==> src/rtl/div_pkg.sv <==
// Shared definitions for the RV32M divide/remainder unit.
package div_pkg;

   localparam logic [2:0] F3_DIV  = 3'b100;
   localparam logic [2:0] F3_DIVU = 3'b101;
   localparam logic [2:0] F3_REM  = 3'b110;
   localparam logic [2:0] F3_REMU = 3'b111;

   typedef enum logic [2:0] {
      IDLE = 3'd0,
      PREP = 3'd1,
      CALC = 3'd2,
      FIX  = 3'd3,
      DONE = 3'd4
   } div_state_t;

   localparam logic [31:0] DIV_BY_ZERO_Q = '1;
   localparam logic [31:0] INT_MIN       = 32'h8000_0000;

endpackage

==> src/rtl/div_step.sv <==
// One radix-2 restoring division iteration: shift {rem,quo} left, trial-subtract
// the divisor, keep the difference and set the quotient bit when it fits.
module div_step #(
   parameter int WIDTH = 32
) (
   input  logic [WIDTH-1:0] rem_i,
   input  logic [WIDTH-1:0] quo_i,
   input  logic [WIDTH-1:0] divisor_i,
   output logic [WIDTH-1:0] rem_o,
   output logic [WIDTH-1:0] quo_o
);

   logic [WIDTH:0] shifted;
   logic           fits;

   // Partial remainder can briefly need WIDTH+1 bits after the shift; once the
   // divisor is subtracted (or not) it always fits back in WIDTH bits.
   always_comb begin
      shifted = {rem_i, quo_i[WIDTH-1]};
      fits    = (shifted >= {1'b0, divisor_i});
      rem_o   = fits ? WIDTH'(shifted - {1'b0, divisor_i}) : shifted[WIDTH-1:0];
      quo_o   = {quo_i[WIDTH-2:0], fits};
   end

endmodule

==> src/rtl/div_unit.sv <==
// Multicycle RV32M DIV/DIVU/REM/REMU responder on the start/complete handshake.
//
// state | meaning
// IDLE  | waiting for div strobe; operands latched on accept
// PREP  | take magnitudes, record signs, detect divide-by-zero / overflow
// CALC  | one restoring iteration per cycle, WIDTH cycles
// FIX   | apply sign / special-case result, register result4
// DONE  | complete4 high for this cycle, then back to IDLE
module div_unit
   import div_pkg::*;
#(
   parameter  int WIDTH = 32,
   localparam int CNT_W = $clog2(WIDTH) + 1
) (
   input  logic             clk,
   input  logic             rst,
   input  logic [WIDTH-1:0] x,
   input  logic [WIDTH-1:0] y,
   input  logic [2:0]       funct3,
   input  logic             div,
   output logic [WIDTH-1:0] result4,
   output logic             complete4,
   output logic             busy
);

   div_state_t       state_q, state_d;
   logic [WIDTH-1:0] x_q, y_q, quo_q, rem_q, result_q;
   logic [CNT_W-1:0] cnt_q;
   logic [1:0]       op_q;
   logic             q_neg_q, r_neg_q, dz_q, ovf_q;
   logic             complete_q, busy_q;

   logic             is_signed, is_rem, dz_now, ovf_now;
   logic [WIDTH-1:0] abs_x, abs_y, fix_result;
   logic [WIDTH-1:0] step_rem, step_quo;

   // Only bits 1:0 select the operation; bit 2 is always 1 for this unit.
   logic unused_f3_msb;
   assign unused_f3_msb = funct3[2];

   div_step #(.WIDTH(WIDTH)) u_step (
      .rem_i     (rem_q),
      .quo_i     (quo_q),
      .divisor_i (y_q),
      .rem_o     (step_rem),
      .quo_o     (step_quo)
   );

   // Operand decode, magnitudes, special-case detection and final result select.
   always_comb begin
      is_signed = (op_q == F3_DIV[1:0]) || (op_q == F3_REM[1:0]);
      is_rem    = (op_q == F3_REM[1:0]) || (op_q == F3_REMU[1:0]);
      abs_x     = (is_signed && x_q[WIDTH-1]) ? -x_q : x_q;
      abs_y     = (is_signed && y_q[WIDTH-1]) ? -y_q : y_q;
      dz_now    = (y_q == '0);
      ovf_now   = is_signed && (x_q == WIDTH'(INT_MIN)) && (y_q == '1);
      if (dz_q) begin
         fix_result = is_rem ? x_q : WIDTH'(DIV_BY_ZERO_Q);
      end else if (ovf_q) begin
         fix_result = is_rem ? '0 : WIDTH'(INT_MIN);
      end else if (is_rem) begin
         fix_result = r_neg_q ? -rem_q : rem_q;
      end else begin
         fix_result = q_neg_q ? -quo_q : quo_q;
      end
   end

   // Next-state logic.
   always_comb begin
      state_d = state_q;
      case (state_q)
         IDLE:    if (div) state_d = PREP;
         PREP:    state_d = (dz_now || ovf_now) ? FIX : CALC;
         CALC:    if (cnt_q == CNT_W'(WIDTH - 1)) state_d = FIX;
         FIX:     state_d = DONE;
         DONE:    state_d = IDLE;
         default: state_d = IDLE;
      endcase
   end

   // State register.
   always_ff @(posedge clk) begin
      if (rst) state_q <= IDLE;
      else     state_q <= state_d;
   end

   // Operand latches, iteration datapath and registered outputs.
   always_ff @(posedge clk) begin
      if (rst) begin
         x_q        <= '0;
         y_q        <= '0;
         op_q       <= '0;
         quo_q      <= '0;
         rem_q      <= '0;
         cnt_q      <= '0;
         q_neg_q    <= 1'b0;
         r_neg_q    <= 1'b0;
         dz_q       <= 1'b0;
         ovf_q      <= 1'b0;
         result_q   <= '0;
         complete_q <= 1'b0;
         busy_q     <= 1'b0;
      end else begin
         case (state_q)
            IDLE: begin
               if (div) begin
                  x_q  <= x;
                  y_q  <= y;
                  op_q <= funct3[1:0];
               end
            end
            PREP: begin
               quo_q   <= abs_x;
               rem_q   <= '0;
               cnt_q   <= '0;
               y_q     <= abs_y;
               q_neg_q <= is_signed && (x_q[WIDTH-1] ^ y_q[WIDTH-1]);
               r_neg_q <= is_signed && x_q[WIDTH-1];
               dz_q    <= dz_now;
               ovf_q   <= ovf_now;
            end
            CALC: begin
               quo_q <= step_quo;
               rem_q <= step_rem;
               cnt_q <= cnt_q + CNT_W'(1);
            end
            FIX:     result_q <= fix_result;
            default: ;
         endcase
         complete_q <= (state_q == FIX);
         busy_q     <= (state_d != IDLE);
      end
   end

   assign result4   = result_q;
   assign complete4 = complete_q;
   assign busy      = busy_q;

endmodule

==> config.mk <==
export PLATFORM = sky130hd
export DESIGN_NAME = div_unit
export DESIGN_NICKNAME = d
export VERILOG_FILES = /design/src/rtl/div_pkg.sv /design/src/rtl/div_step.sv /design/src/rtl/div_unit.sv
export SDC_FILE = /design/constraint.sdc
export NUM_CORES = 1
export LEC_CHECK = 0
export BUFFER_PORTS_ARGS = -buffer_cell sky130_fd_sc_hd__buf_2
export CORE_UTILIZATION = 35
export CTS_CLUSTER_SIZE = 16
export DETAILED_ROUTE_END_ITERATION = 12
export PLACE_DENSITY_LB_ADDON = 0.25
export SYNTH_ARGS = -nofsm -noshare
export SYNTH_HDL_FRONTEND = slang
export SYNTH_SLANG_ARGS = --single-unit
export TNS_END_PERCENT = 100
==> constraint.sdc <==
create_clock -name clk -period 5.6 [get_ports clk]
set_input_delay 0.84 -clock clk [delete_from_list [all_inputs] [get_ports clk]]
set_output_delay 0.84 -clock clk [all_outputs]
set_load 0.1 [all_outputs]
; After elaboration in Yosys (flattened, before gate mapping)
; Index checks and enable logic that the tools add are counted.
[classes]
n_addsub = 6
multipliers = 0
div_mod_pow = 0
magnitude_cmp = 1
n_eq_ne = 10
n_shift = 0
muxes = 19
bitwise_logic = 1
n_reduce_logical = 16
[op_table]
columns = operator, n
row1 = 32-bit 2-to-1 mux, 11
row2 = 32-bit case mux with 2 select lines, 3
row3 = 32-bit negation, 4
row4 = 32-bit == test (second input constant), 2
row5 = 33-bit by 32-bit >= comparator with 1-bit output, 1
row6 = 32-bit zero test, 1
row7 = 32-bit subtractor, 1
row8 = 3-bit case mux with 4 select lines, 1
row9 = 6-bit case mux with 2 select lines, 1
row10 = 6-bit by 1-bit adder with 6-bit output (second input constant), 1
row11 = 3-bit by 2-bit == test with 1-bit output (second input constant), 2
row12 = 6-bit by 5-bit == test with 1-bit output (second input constant), 1
row13 = 3-bit 2-to-1 mux, 2
row14 = 1-bit logical AND, 5
row15 = 2-bit == test (second input constant), 2
row16 = 2-bit inequality test (second input constant), 2
row17 = 2-bit nonzero test, 2
row18 = 3-bit by 1-bit == test with 1-bit output (second input constant), 1
row19 = 3-bit zero test, 1
row20 = 1-bit logical OR, 3
row21 = 3-bit AND reduction, 1
row22 = 3-bit nonzero test, 1
row23 = 2-bit zero test, 1
row24 = 2-bit AND reduction, 1
row25 = 2 further kinds, 2
[totals]
register_bits = 177
latch_bits = 0
ramBits = 0
rom_bits = 0
in_bits = 70
out_inout_bits = 34
word_cells = 67
n_memories = 0

; Longest topological paths before layout
[logic_depth]
depth_word = 8
ltp_mapped = 13
depth_no_buf = 13

; Hierarchy
; Synthesis repeated with hierarchy kept, for this count alone.
[unflattened]
hier_cells = 1681
hier_area_um2 = 12736.0
[modules_own_cells]
columns = mod, instances, cells_per_inst, area_each_um2, seq_area_each_um2
row1 = div_unit, 1, 1310, 10013.4, 3543.4
row2 = div_step, 1, 371, 2722.6, 0.0

; Worst setup path before layout
; OpenSTA, ideal clock, no wires.
[synth_timing]
kind = reg-to-reg
startpoint = register y_q[1]
endpoint = register y_q[30]
setup_ns = 0.128
arrival_ns = 3.216
required_time_ns = 5.472
setup_slack_ns = 2.257
stages_incl_launch_ff = 12
path_buffers = 0
synth_period_minus_slack_ns = 3.343
path_cell_list = dfxtp_1 > inv_1 > ha_1 > or3b_1 > or3_1 > or4_4 > or3_4 > or3_4 > or3_4 > and3_1 > a221oi_1 > nor2_1
[synth_via]
elab_chain_cells = 3
[synth_rtl]
columns = element, line
row1 = start: declaration, div_unit.sv:27  ; logic [WIDTH-1:0] x_q, y_q, quo_q, rem_q, result_q;
row2 = start signal: assignment, div_unit.sv:108  ; y_q <= y;
row3 = start signal: assignment, div_unit.sv:116  ; y_q <= abs_y;
row4 = 32-bit negation, div_unit.sv:54  ; abs_y = (is_signed && y_q[WIDTH-1]) ? -y_q : y_q;
row5 = 32-bit 2-to-1 mux, div_unit.sv:54
row6 = 32-bit case mux with 2 select lines, div_unit.sv:104  ; case (state_q)
; Every way passes these cells. The select of a mux whose other input is x is not followed.
; A chain may end at the register's enable or synchronous reset.

; Final worst setup path
[layout_timing]
startpoint = register y_q[0]
endpoint = register rem_q[28]
[layout_via]
elab_chain_cells = 3
elab_cells_between_ends = 4
classes_between = add/sub: 1 / order compare: 1 / mux: 2
[layout_rtl]
columns = element, line
row1 = 32-bit subtractor / 33-bit by 32-bit >= comparator with 1-bit output (equally long branches), "div_step.sv:21, div_step.sv:20"
row2 = 32-bit 2-to-1 mux *, div_step.sv:21  ; rem_o = fits ? WIDTH'(shifted - {1'b0, divisor_i}) : shifted[WIDTH-1:0];
row3 = 32-bit case mux with 2 select lines *, div_unit.sv:104
row4 = end signal: assignment, div_unit.sv:124  ; rem_q <= step_rem;
row5 = end: declaration, div_unit.sv:27
; Mark *: on every way between the ends. The rest lies on a longest branch, timed or not.

==> results.txt <==
Critical Path AT = 4220 ps
top cells by area, synth = dfxtp_1 31%, a21oi_1 6.8%, nand2_1 6.5%
Worst-path clk slew = 70 ps
post-synth cell types = 75
CP max stage delay = 540 ps
port bufs = 102
final worst-path cycle share = 68.5%
register area = 0.00354 mm2
layout cell share with drive strength beyond 1 = 11.3%
vias = 11,700
post-layout instance area = 0.0130 mm2
Mapped Cells = 1,547
cell chain of the critical path = ha_1 -> inv_1 -> fa_1 -> a21o_1 -> a221oi_1 -> o211a_1 -> o21ai_1 -> a31oi_1 -> a211oi_1 -> o41ai_1 -> mux2_2 -> nand2_1
maximum VDD drop = 0.000225 V
total gr overflow = 0
Post-CTS Resized = 0
Post-DP HPWL = 27.9 mm
H-tree levels = 4
length of the first detailed-routing pass in iterations = 8
critical path required time = 5980 ps
# Max-Cap Violations = 0
drt wl/cell = 18.7 um
top cells by count, synth = 200 x nand2_1, 177 x dfxtp_1, 157 x a21oi_1
initial antenna violation count = 4
post-synth top area share = 30.7%
setup TNS = 0 ps
area delta synth->final = 12.4%
Inserted Clock Buffers = 17
Post-CTS Setup Repair Bufs = 0
power per standard cell area = 277 mW/mm2
clk buf depth = 2
# rows = 66
Tot GR Track Use = 22.8%
class of the worst hold path = flip-flop to flip-flop
Die Ht = 184 um
worst skew pair latency = 450 ps
cell taking the most area after synthesis = dfxtp_1
Post-DRT Antenna Nets = 0
Die W = 184 um
Via-to-Cell Ratio = 5.74
first-pass GRT wire length = 60.0 mm
most common cell in the synthesized netlist = nand2_1
DIE AREA = 0.0338 mm2
CTS tree = yes
CP endpoint kind = flip-flop
Hold-fix buffers, CTS = 0
register bit total from synthesis = 177
Root Driver = clkbuf_16
Startpoint Class = flip-flop
post-synthesis cell area = 0.0116 mm2
top_reg_cell synth = dfxtp_1
number of global-route vias before repair = 10,700
Iter 0 DRT Violations = 1,095
placed cell areas = 0.0124 mm2
outcome = complete, no violations
worst-margin pin slew = 1150 ps
io pins = 104
Slowest-stage cell, CP = a221oi_1
Sink Count = 177
Nets = 1,694
fill count = 3,430
Async SR Flop Fraction = 0%
leakage power = 0.00501 uW
Post-synth EDFFs = 0
Final Skew = 15.9 ps
Post-route DRC = 0
largest net degree at the start of global routing = 77
final estimated routing congestion in global placement = 0.898
area of the multi-input gates = 0.00742 mm2
Final Hold Fails = 0
clock period minus worst slack = 3830 ps
max-slew violation count = 0
CP Max Fanout = 6
post-synthesis sequential area ratio = 30.7%
critical path type = flip-flop to flip-flop
RSZ-0062 raised after global routing = no
fmax = 0.261 GHz
mean post-synth cell area = 7.47 um2
relative slew slack = 23.4%
Core Region = 0.0325 mm2
Synth Warn # = 0
Setup-failing EPs final = 0
Post-Syn Nets = 1,656
effective utilization at floorplan = 35.5%
drt total wl = 38.2 mm
## worst max-delay path: cells and delay by family (launching register included)
family	cells	cell delay, ps
flip-flops	1	460
buffers and inverters	1	60
adder cells (fa/ha/maj)	2	630
AO/OA/AOI/OAI	7	2170
AND/OR/NAND/NOR	1	60
multiplexers	1	390
## power breakdown
| part | switching (uW) | internal (uW) |
|---|---|---|
| Clock | 558 | 679 |
| Combinational | 601 | 334 |
| Sequential | 100 | 1320 |
| Total | 1260 | 2340 |
## sequential cells by signal, indices dropped and copies added (netlist names), 2 cells and up
name and count:
quo_q 32, rem_q 32, result4 32, x_q 32, y_q 32, cnt_q 6, state_q 3, op_q 2
## per-stage QoR
stage | worst slack, ps | hold WS [ps] | total power (uW) | cells | utilization (%)
after floorplan | 2260 | 457 | 2110 | 1547 | -
after global placement | 1920 | 440 | 2360 | 2008 | 38.1
after detailed placement | 1870 | 449 | 2370 | 2008 | 38.1
after CTS | 1870 | 458 | 3610 | 2040 | 39.9
after global routing | 1600 | 467 | 3790 | 2040 | 39.9
final | 1770 | 460 | 3590 | 2041 | 39.9
## routing by layer
layer	GRT usage, %	routed length [um]	vias up
met2	36.1	17200	385
met5	0	19	-
met4	6.83	777	2
met1	31.7	17800	5590
li1	-	-	5702
met3	3.59	2390	44
## cells in the final DEF (no fill, tap or decap), types with 22 or more instances in the layout
| master | instances |
|---|---|
| nand3_1 | 24 |
| nand2_1 | 200 |
| o21ai_0 | 106 |
| buf_4 | 22 |
| or3_1 | 25 |
| a22oi_1 | 37 |
| nor2_1 | 124 |
| ha_1 | 38 |
| a21oi_1 | 157 |
| inv_1 | 56 |
| buf_2 | 101 |
| nor3_1 | 48 |
| xor2_1 | 44 |
| o31ai_1 | 28 |
| o21ai_1 | 24 |
| xnor2_1 | 66 |
| dfxtp_1 | 177 |
## worst paths after layout
check	slack [ps]	cells after the start	endpoint	from
setup / recovery	1770	12	rem_q[28]	y_q[0]
hold / removal	460	2	result4[2]	result4[2]
setup reg to reg	1770	12	rem_q[28]	y_q[0]
hold reg to reg	460	2	result4[2]	result4[2]
## final cells by class
cell class	count	area share, %
inverter	56	1.62
timing repair buffer	123	5.16
antenna	1	0.0193
sequential	177	27.3
clock inverter	13	1.16
tap	442	4.26
clock buffer	19	3.41
multi-input combinational	1210	57.1
## kinds of logic after synthesis
kind of cell | synth area share, %
and+or+nand+nor | 21.5
muxes | 1.50
adders and majority gates | 4.29
AOI/OAI and AO/OA | 28.4
buffers and inverters | 5.32
DFF | 30.7
xor gates and xnor gates | 8.34
Power figures use the tool's default switching activity.
